$ cat src/rtl/vram_arbiter.sv
// Single-port VRAM arbiter: fixed-priority display fetches, CPU accesses fill idle slots.
// All VRAM-facing signals and requester outputs are registered.
module vram_arbiter #(
    parameter int unsigned ADDR_WIDTH  = 10,
    parameter int unsigned DATA_WIDTH  = 8,
    parameter int unsigned MEM_LATENCY = 1
) (
    input  logic                  clock,
    input  logic                  reset,
    input  logic                  video_request,
    input  logic [ADDR_WIDTH-1:0] video_address,
    output logic [DATA_WIDTH-1:0] video_data,
    output logic                  video_valid,
    output logic                  video_overrun,
    input  logic                  cpu_request,
    input  logic                  cpu_write,
    input  logic [ADDR_WIDTH-1:0] cpu_address,
    input  logic [DATA_WIDTH-1:0] cpu_write_data,
    output logic                  cpu_ready,
    output logic [DATA_WIDTH-1:0] cpu_read_data,
    output logic [ADDR_WIDTH-1:0] memory_address,
    output logic                  memory_write_enable,
    output logic [DATA_WIDTH-1:0] memory_write_data,
    input  logic [DATA_WIDTH-1:0] memory_read_data
);

    typedef enum logic [2:0] {
        IDLE,
        VIDEO_READ,
        CPU_READ,
        CPU_WRITE,
        CPU_ACK
    } state_t;

    localparam logic [1:0] LAT = 2'(MEM_LATENCY);

    state_t                state_q, state_d;
    logic [1:0]            cnt_q, cnt_d;
    logic                  video_pending_q, video_pending_d;
    logic [ADDR_WIDTH-1:0] pend_addr_q, pend_addr_d;
    logic                  video_overrun_q, video_overrun_d;
    logic [DATA_WIDTH-1:0] video_data_q, video_data_d;
    logic                  video_valid_q, video_valid_d;
    logic                  cpu_ready_q, cpu_ready_d;
    logic [DATA_WIDTH-1:0] cpu_read_data_q, cpu_read_data_d;
    logic [ADDR_WIDTH-1:0] mem_addr_q, mem_addr_d;
    logic                  mem_we_q, mem_we_d;
    logic [DATA_WIDTH-1:0] mem_wdata_q, mem_wdata_d;

    logic                  want_video;
    logic [ADDR_WIDTH-1:0] eff_addr;
    logic                  video_issue;
    logic                  lat_done;

    // An already-pending fetch is older than a coincident new request, so it wins.
    assign want_video  = video_request | video_pending_q;
    assign eff_addr    = video_pending_q ? pend_addr_q : video_address;
    assign video_issue = (state_q == IDLE) && want_video;
    // Counter is loaded with L at issue and reaches 0 in the cycle the RAM output is valid.
    assign lat_done    = (cnt_q == 2'd0);

    always_ff @(posedge clock or posedge reset) begin
        if (reset) begin
            state_q <= IDLE;
        end else begin
            state_q <= state_d;
        end
    end

    always_comb begin
        state_d = state_q;
        case (state_q)
            IDLE: begin
                if (want_video) begin
                    state_d = VIDEO_READ;
                end else if (cpu_request) begin
                    state_d = cpu_write ? CPU_WRITE : CPU_READ;
                end
            end
            VIDEO_READ: if (lat_done) state_d = IDLE;
            CPU_READ:   if (lat_done) state_d = CPU_ACK;
            CPU_WRITE:  state_d = CPU_ACK;
            CPU_ACK:    state_d = IDLE;
            default:    state_d = IDLE;
        endcase
    end

    always_comb begin
        cnt_d           = cnt_q;
        mem_addr_d      = mem_addr_q;
        mem_we_d        = 1'b0;
        mem_wdata_d     = mem_wdata_q;
        video_data_d    = video_data_q;
        video_valid_d   = 1'b0;
        cpu_ready_d     = 1'b0;
        cpu_read_data_d = cpu_read_data_q;
        case (state_q)
            IDLE: begin
                if (want_video) begin
                    mem_addr_d = eff_addr;
                    cnt_d      = LAT;
                end else if (cpu_request && cpu_write) begin
                    mem_addr_d  = cpu_address;
                    mem_wdata_d = cpu_write_data;
                    mem_we_d    = 1'b1;
                end else if (cpu_request) begin
                    mem_addr_d = cpu_address;
                    cnt_d      = LAT;
                end
            end
            VIDEO_READ: begin
                if (lat_done) begin
                    video_data_d  = memory_read_data;
                    video_valid_d = 1'b1;
                end else begin
                    cnt_d = cnt_q - 2'd1;
                end
            end
            CPU_READ: begin
                if (lat_done) begin
                    cpu_read_data_d = memory_read_data;
                    cpu_ready_d     = 1'b1;
                end else begin
                    cnt_d = cnt_q - 2'd1;
                end
            end
            CPU_WRITE: cpu_ready_d = 1'b1;
            default: ;
        endcase
    end

    always_comb begin
        video_pending_d = video_pending_q;
        pend_addr_d     = pend_addr_q;
        video_overrun_d = video_overrun_q;
        if (video_request && video_pending_q) begin
            video_overrun_d = 1'b1;
        end
        if (video_issue) begin
            video_pending_d = 1'b0;
        end else if (video_request && !video_pending_q) begin
            video_pending_d = 1'b1;
            pend_addr_d     = video_address;
        end
    end

    always_ff @(posedge clock or posedge reset) begin
        if (reset) begin
            cnt_q           <= '0;
            video_pending_q <= 1'b0;
            pend_addr_q     <= '0;
            video_overrun_q <= 1'b0;
            video_data_q    <= '0;
            video_valid_q   <= 1'b0;
            cpu_ready_q     <= 1'b0;
            cpu_read_data_q <= '0;
            mem_addr_q      <= '0;
            mem_we_q        <= 1'b0;
            mem_wdata_q     <= '0;
        end else begin
            cnt_q           <= cnt_d;
            video_pending_q <= video_pending_d;
            pend_addr_q     <= pend_addr_d;
            video_overrun_q <= video_overrun_d;
            video_data_q    <= video_data_d;
            video_valid_q   <= video_valid_d;
            cpu_ready_q     <= cpu_ready_d;
            cpu_read_data_q <= cpu_read_data_d;
            mem_addr_q      <= mem_addr_d;
            mem_we_q        <= mem_we_d;
            mem_wdata_q     <= mem_wdata_d;
        end
    end

    assign video_data          = video_data_q;
    assign video_valid         = video_valid_q;
    assign video_overrun       = video_overrun_q;
    assign cpu_ready           = cpu_ready_q;
    assign cpu_read_data       = cpu_read_data_q;
    assign memory_address      = mem_addr_q;
    assign memory_write_enable = mem_we_q;
    assign memory_write_data   = mem_wdata_q;

    a_latency_range: assert property (@(posedge clock)
        (MEM_LATENCY >= 1) && (MEM_LATENCY <= 3));
    a_ready_pulse: assert property (@(posedge clock) disable iff (reset)
        cpu_ready |=> !cpu_ready);
    a_valid_pulse: assert property (@(posedge clock) disable iff (reset)
        video_valid |=> !video_valid);
    a_we_pulse: assert property (@(posedge clock) disable iff (reset)
        memory_write_enable |=> !memory_write_enable);
    a_overrun_sticky: assert property (@(posedge clock) disable iff (reset)
        video_overrun |=> video_overrun);

endmodule

$ cat config.mk
export PLATFORM = sky130hd
export DESIGN_NAME = vram_arbiter
export DESIGN_NICKNAME = d
export VERILOG_FILES = /design/src/rtl/vram_arbiter.sv
export SDC_FILE = /design/constraint.sdc
export NUM_CORES = 1
export LEC_CHECK = 0
export BUFFER_PORTS_ARGS = -buffer_cell sky130_fd_sc_hd__buf_2
export CAP_MARGIN = 20
export CELL_PAD_IN_SITES_DETAIL_PLACEMENT = 0
export CELL_PAD_IN_SITES_GLOBAL_PLACEMENT = 1
export CORE_MARGIN = 3
export CORE_UTILIZATION = 39
export CTS_CLUSTER_DIAMETER = 80
export DETAILED_ROUTE_END_ITERATION = 16
export GPL_ROUTABILITY_DRIVEN = 1
export GPL_TIMING_DRIVEN = 0
export PLACE_DENSITY_LB_ADDON = 0.1
export SLEW_MARGIN = 30
export SYNTH_ARGS = -nofsm -noshare
export SYNTH_HDL_FRONTEND = slang
export SYNTH_SLANG_ARGS = --single-unit
$ cat constraint.sdc
create_clock -name clock -period 2.14 [get_ports clock]
set_input_delay 0.214 -clock clock [delete_from_list [all_inputs] [get_ports clock]]
set_output_delay 0.214 -clock clock [all_outputs]
set_load 0.01 [all_outputs]
-- After elaboration in Yosys (flattened, before gate mapping)
Index checks and enable logic that the tools add are counted.
- logic and storage cells: 65
- latch bits: 0
- output and inout port bits: 38
- bits of input ports: 41
- memories: 0
- bits in read-only memories: 0
- register bits after elaboration: 54
- memory bits (writable): 0
- muxes and demuxes: 23
- reduce and logical (&&, ||, !) cells: 18
- add/sub/neg operators: 1
- multiply operators: 0
- divide/modulo/power cells: 0
- bitwise logic cells: 3
- $lt $le $gt $ge: 0
- shift-type cells: 0
- equality and inequality tests: 8
- operators by type and width (cell ; count):
    $mux 10 ; 4
    $mux 3 ; 4
    $pmux 3 s4 ; 1
    $mux 1 ; 8
    $mux 2 ; 4
    $reduce_and 2->1 ; 4
    $eq 3x2->1 const B ; 2
    $ne 2x2->1 const B ; 3
    $ne 3x3->1 const B ; 2
    $reduce_and 3->1 ; 2
    $logic_and 1x1->1 ; 4
    $pmux 2 s2 ; 1
    $reduce_and 4->1 ; 1
    $reduce_bool 2->1 ; 2
    $eq 3x1->1 const B ; 1
    $logic_not 3->1 ; 1
    $reduce_bool 3->1 ; 1
    $logic_not 2->1 ; 1
    $not 1->1 ; 2
    $pmux 1 s2 ; 1
    $reduce_or 2->1 ; 1
    $sub 2x1->2 const B ; 1
    $logic_not 1->1 ; 1
    $or 1x1->1 ; 1

-- Longest topological paths before layout
Gate-level depths: netlist of the first run.
- depth after elaboration: 4
- mapped depth: 7
- gate-level depth less buffers: 6

-- Least setup slack after synthesis of the first run
No wires, ideal clock.
- kind: register -> register
- start point: register cnt_q[0]
- end point: register cpu_read_data_q[0] (netlist: cpu_read_data[0])
- setup slack: 475 ps
- data arrival time: 1540 ps
- cell stages (with the launch flop): 7
- cells stage by stage: dfrtp_1 -> inv_1 -> ha_1 -> buf_2 -> nor4bb_1 -> buf_2 -> mux2_2
- cells in the longest elaborated chain, start to end: 2
- ends and longest elaborated chain (item ; RTL line ; text):
    start, declared ; 38 ; logic [1:0] cnt_q, cnt_d;
    start signal, assigned ; 161 ; cnt_q <= cnt_d;
    $logic_not 2->1 ; 60 ; assign lat_done = (cnt_q == 2'd0);
    $reduce_and 2->1 (no source line) ; n/a ;
    end signal, assigned ; 168 ; cpu_read_data_q <= cpu_read_data_d;
    end, declared ; 45 ; logic [DATA_WIDTH-1:0] cpu_read_data_q, cpu_read_data_d;
No other way between the ends.
A chain may end at the register's enable or synchronous reset.

-- Final worst setup path of the first run
- start point: register cnt_q[0]
- end point: register cpu_read_data_q[1] (netlist: cpu_read_data[1])
Same word-level chain as after synthesis.

==> results of run 1 <==
==> power by group <==
part | internal [W] | switching (W) | total, W
Clock | 0.000262 | 0.000316 | 0.000578
Combinational | 0.000790 | 0.000826 | 0.00162
Sequential | 0.00145 | 0.000209 | 0.00166
==> final cells by class <==
cell class / count / area, µm² / share of cell area
Tap cell: 72 / 90.1 / 0.0304
Inverter: 6 / 25.0 / 0.00845
Sequential cell: 54 / 1350 / 0.456
Buffer: 13 / 68.8 / 0.0232
Timing Repair Buffer: 79 / 423 / 0.143
Clock inverter: 1 / 5.00 / 0.00169
Multi-Input combinational cell: 116 / 911 / 0.308
Clock buffer: 7 / 86.3 / 0.0292
==> metal layers <==
| layer | vias to the layer above | track usage |
|---|---|---|
| met1 | 799 | 0.207 |
| met2 | 51 | 0.239 |
| met5 | - | 0 |
| li1 | 831 | - |
| met4 | 0 | 0.0351 |
| met3 | 5 | 0.0543 |
==> worst register-to-register path, stage by stage (launching register included) <==
cell      delay, ns
dfrtp_1        0.43
inv_1          0.07
ha_1           0.13
buf_2          0.20
nor4bb_1       0.29
buf_2          0.27
mux2_2         0.36
==> sequential cells by signal (all words and copies together), names as in the netlist <==
signal and cells:
memory_address 10, pend_addr_q 10, cpu_read_data 8, memory_write_data 8, video_data 8, state_q 3, cnt_q 2, cpu_ready 1
memory_write_enable 1, video_overrun 1, video_pending_q 1, video_valid 1
==> worst paths after layout <==
path	from	end
setup / recovery	cnt_q[0]	cpu_read_data[1]
hold / removal	cpu_write_data[4]	memory_write_data[4]
setup reg to reg	cnt_q[0]	cpu_read_data[1]
hold reg to reg	video_overrun	video_overrun
max in group asynchronous	reset	pend_addr_q[0]
min in group asynchronous	reset	memory_write_data[7]
==> logic make-up (layout without fill, tap and decap cells) <==
family,count (synthesis),in the layout,synth area share
adders and majority gates,1,1,0.00532
buffers and inverters,19,106,0.0388
and+or+nand+nor,34,34,0.0792
xor gates and xnor gates,1,1,0.00372
muxes,46,46,0.215
AOI/OAI and AO/OA,34,34,0.0840
DFF,54,54,0.574
==> through the flow <==
step                hold WS [ns]  area (µm²)  setup WS, ns  cells  total power [W]
global route               0.131        2960         0.127    348          0.00422
global placement           0.436        2830        -0.134    338          0.00331
finish                     0.140        2960         0.285    348          0.00386
floorplan                  0.365        2350         0.475    189          0.00276
detailed placement         0.125        2860         0.304    339          0.00334
CTS                        0.129        2960         0.274    348          0.00393
==> cell usage in the layout (no fill, tap or decap), types with 2 or more instances in the layout <==
master	netlist	routed
o31ai_1	2	2
a21oi_1	13	13
clkbuf_1	4	5
nor3_4	2	2
buf_2	7	84
inv_1	6	5
o211a_1	2	2
nor3_1	3	3
o21ai_0	13	13
mux2i_1	10	10
a2111oi_0	2	2
a21o_1	2	2
nor2_1	12	12
clkbuf_8	0	6
nand2_1	11	11
mux2_2	36	36
dfrtp_1	54	54
==> timing repair <==
action,CTS,global route
hold buffers,1,0
endpoints found under the hold margin,8,0
setup endpoints to repair,0,0
setup buffers,0,0
==> flow_summary.ini, run 1 <==
[cts]
clockBufferDepth = 2
clk_pin_slew_ns = 0.09
cts_resized = 0
htree_levels = 2
cts_tree = built
cts-root-buf = clkbuf_8
clk_latency_ns = 0.30
cts_sinks = 54
cts_inserted_buffers = 5

[route]
dr.first_iter.drc_count = 30
dr_wl_met3_um = 366
drt_wl_total_um = 4900
wl_met1_um = 2250
drt-wirelength-per-cell_um = 14.1
met2WireLength_um = 2240
vias = 1686
avgViaCountPerCell = 4.84
top_layer = met4
drc = 0
dr.pass1.iters = 6
ant_nets = 0

[setup_path]
path_buf_inv = 3
arrival_ns = 2.05
crit_type = reg2reg
crit_chain = inv_1, ha_1, buf_2, nor4bb_1, buf_2, mux2_2
end_kind = register
cp_top_family = buffers and inverters
cp.required_ns = 2.33
crit_cells = 6
ff2ff_setup_slack_ns = 0.29
critPathLaunchType = register
slowest_stage = dfrtp_1
crit_fanout = 10
crit_top_cell = buf_2
r2r_cells = 6
max_stage_delay_ns = 0.43

[yosys]
synth-edff-count = 0
synth_cell_types = 26
ys_seq_elements = 54
yosysTopAreaCell = dfrtp_1
ys_seq_area_frac = 0.574
syn-instance-count = 189
yosysMostFrequentCell = dfrtp_1
synthesis.area_um2 = 2350
synth_top_area_frac = 0.574
syn-num-nets = 231
yosysWarnings = 0
synth_common_cells = dfrtp_1 (54), mux2_2 (36), a21oi_1 (13), o21ai_0 (13), nor2_1 (12)
synth_flop_cell = dfrtp_1
postSynthAreaPerCell_um2 = 12.5
synth-async-reset-ratio = 1.00
ys_top_cells_by_area = dfrtp_1 (57%), mux2_2 (17%), mux2i_1 (4.3%)

[grt]
first_global_vias = 1794
track_usage = 0.154
antenna_found_initial = 0
grt_pass1_wl_um = 8700
grt_max_degree = 47
gr-total-overflow = 0

[floorplan]
start_util = 0.415
row_count = 27
die_y_um = 83.7
ios = 79
fp.dieW_um = 83.7
dieArea_um2 = 7000
core_um2 = 5680

[power_and_ir_drop]
power_density_nw_per_um2 = 1300
ir_drop_mv = 0.555
p_leak_nw = 1.52

[final_layout]
syn_to_final_growth_pct = 25.8
drive_above_1_share = 0.489
final_net_count = 317
postLayoutCoreUtil = 0.522
fill_cells = 537
diodes = 0

[sta]
setup_viol = 0
finalCriticalPeriod_ns = 1.85
max_freq_mhz = 539
hold_viol = 0
clock_skew_ns = 0.00324
rsz0062_at_grt = no
relSlewSlack = 0.652
setup-tns-final_ns = 0
tightest_slew_ns = 0.522
maxSlewViolCount = 0
fin_crit_sh = 0.867

[placed_design]
dpl.hpwl_um = 3520
place.gp.congestion = 0.718
place.port_buffers = 77

[job]
max_cap_violations = 0

[hold_path]
min_path_type = in2reg
hold_path_depth = 2

[status]
status = finished clean
Power figures use the tool's default switching activity.
==> run 2, diff against run 1 <==
CTS_BUF_LIST = sky130_fd_sc_hd__clkbuf_16   (was not set)
==> run 2 against run 1 <==
Net effect:
- setup slack barely moved
- fmax hardly changed
- critical path depth stayed put
- via count rose by 0.18%
- sequential cell count is the same
- sequential share of layout area shrank 0.70 points
- clock skew hardly changed
- design area is 1.6% higher
- critical path type unchanged
- largest power group unchanged
- highest routed layer unchanged
==> flow_summary.ini, run 2 (synthesis results as in run 1) <==
[setup_path]
crit_fanout = 10
max_stage_delay_ns = 0.42
cp.required_ns = 2.31
ff2ff_setup_slack_ns = 0.29
r2r_cells = 6
r2r_start = cnt_q[0]
critPathLaunchType = register
slowest_stage = dfrtp_1
crit_top_cell = buf_2
crit_type = reg2reg
end_kind = register
rr_endpoint = cpu_read_data[7]
arrival_ns = 2.03
path_buf_inv = 3
crit_chain = inv_1, ha_1, buf_2, nor4bb_1, buf_2, mux2_2
cp_top_family = buffers and inverters

[sta]
tightest_slew_ns = 0.516
clock_skew_ns = 0.00349
hold_viol = 0
fin_crit_sh = 0.867
maxSlewViolCount = 0
setup_viol = 0
setup-tns-final_ns = 0
max_freq_mhz = 539
relSlewSlack = 0.656
finalCriticalPeriod_ns = 1.85
rsz0062_at_grt = no

[route]
drc = 0
vias = 1689
ant_nets = 0
dr.first_iter.drc_count = 50
dr.pass1.iters = 6
avgViaCountPerCell = 4.85
drt_wl_total_um = 4920
drt-wirelength-per-cell_um = 14.1

[power_and_ir_drop]
p_leak_nw = 1.54
ir_drop_mv = 0.556
power_density_nw_per_um2 = 1350

[cts]
cts_inserted_buffers = 5
cts_resized = 0
htree_levels = 2
cts_sinks = 54
clockBufferDepth = 2
cts_tree = built
clk_latency_ns = 0.29
cts-root-buf = clkbuf_16
clk_pin_slew_ns = 0.07

[floorplan]
dieArea_um2 = 7000
ios = 79
row_count = 27
core_um2 = 5680
fp.dieW_um = 83.7
start_util = 0.415
die_y_um = 83.7

[final_layout]
final_common_cell = buf_2
final_net_count = 317
fin_area_um2 = 3010
postLayoutCoreUtil = 0.530
instances_no_fill = 348
fill_cells = 536
diodes = 0
drive_above_1_share = 0.486
syn_to_final_growth_pct = 27.8
final_cell_mix = buf_2 (84), dfrtp_1 (54), mux2_2 (36), a21oi_1 (13), o21ai_0 (13)

[grt]
antenna_found_initial = 0
first_global_vias = 1791
grt_pass1_wl_um = 8710
track_usage = 0.153
grt_max_degree = 47
gr-total-overflow = 0

[hold_path]
hold_path_depth = 2
worstHoldStart = cpu_write_data[4]
min_to = memory_write_data[4]
min_path_type = in2reg

[placed_design]
dp_cells = 339
dpl.hpwl_um = 3520
placed_area_um2 = 2860
place.port_buffers = 77
place.gp.congestion = 0.718

[job]
max_cap_violations = 0

[status]
status = finished clean
-- run 2: cell types whose count changed in the layout (fill, tap and decap cells not counted) --
| cell | delta |
|---|---|
| clkbuf_8 | -6 |
| clkbuf_16 | +5 |
| clkbuf_1 | -1 |
| clkinv_1 | +1 |
| inv_1 | +1 |
-- run 2: worst max path at each step --
stage / start / end / slack [ns] / cells after the start
floorplan: cnt_q[0] / cpu_read_data[0] / 0.47 / 6
global placement: reset / cpu_ready / -0.13 / 2
detailed placement: cnt_q[0] / cpu_read_data[1] / 0.30 / 6
CTS: cnt_q[0] / cpu_read_data[7] / 0.28 / 6
global route: cnt_q[0] / cpu_read_data[7] / 0.13 / 6
finish: cnt_q[0] / cpu_read_data[7] / 0.29 / 6
-- run 2: worst reg2reg max path, stage by stage, from the launching register on --
cell,delay [ns]
dfrtp_1,0.42
inv_1,0.07
ha_1,0.13
buf_2,0.20
nor4bb_1,0.29
buf_2,0.27
mux2_2,0.36
-- run 2: cell type report --
| type | count | area (µm²) | share of cell area |
|---|---|---|---|
| multi-input combinational | 116 | 911 | 0.303 |
| clock buffer | 5 | 125 | 0.0416 |
| tap | 72 | 90.1 | 0.0300 |
| inverter | 6 | 25.0 | 0.00832 |
| sequential | 54 | 1350 | 0.449 |
| clock inverter | 3 | 12.5 | 0.00416 |
| timing repair buffer | 79 | 423 | 0.141 |
| buffer | 13 | 68.8 | 0.0229 |
-- run 2: layer usage --
layer | wire length, µm | vias up | GRT usage
met4 | 46 | 0 | 0.0395
met2 | 2240 | 50 | 0.237
li1 | - | 832 | -
met5 | 0 | - | 0
met3 | 348 | 5 | 0.0513
met1 | 2280 | 802 | 0.207
-- run 2: through the flow --
| step | hold slack (ns) | worst slack (ns) | power [W] |
|---|---|---|---|
| 2_1_floorplan | 0.365 | 0.475 | 0.00276 |
| 3_3_place_gp | 0.436 | -0.134 | 0.00331 |
| 3_5_place_dp | 0.125 | 0.304 | 0.00334 |
| 4_1_cts | 0.151 | 0.278 | 0.00412 |
| 5_1_grt | 0.160 | 0.132 | 0.00441 |
| 6_report | 0.153 | 0.285 | 0.00405 |
-- run 2: power breakdown --
group	internal, W	switching [W]	leakage, nW
registers	0.00146	0.000209	0.671
clock network	0.000424	0.000345	0.0724
logic	0.000790	0.000828	0.796
total	0.00267	0.00138	1.54
-- run 2: repair_timing --
| item | 4_1_cts | 5_1_grt |
|---|---|---|
| hold endpoints to repair | 8 | 0 |
| hold buffers | 1 | 0 |
| buffers inserted | 0 | 0 |
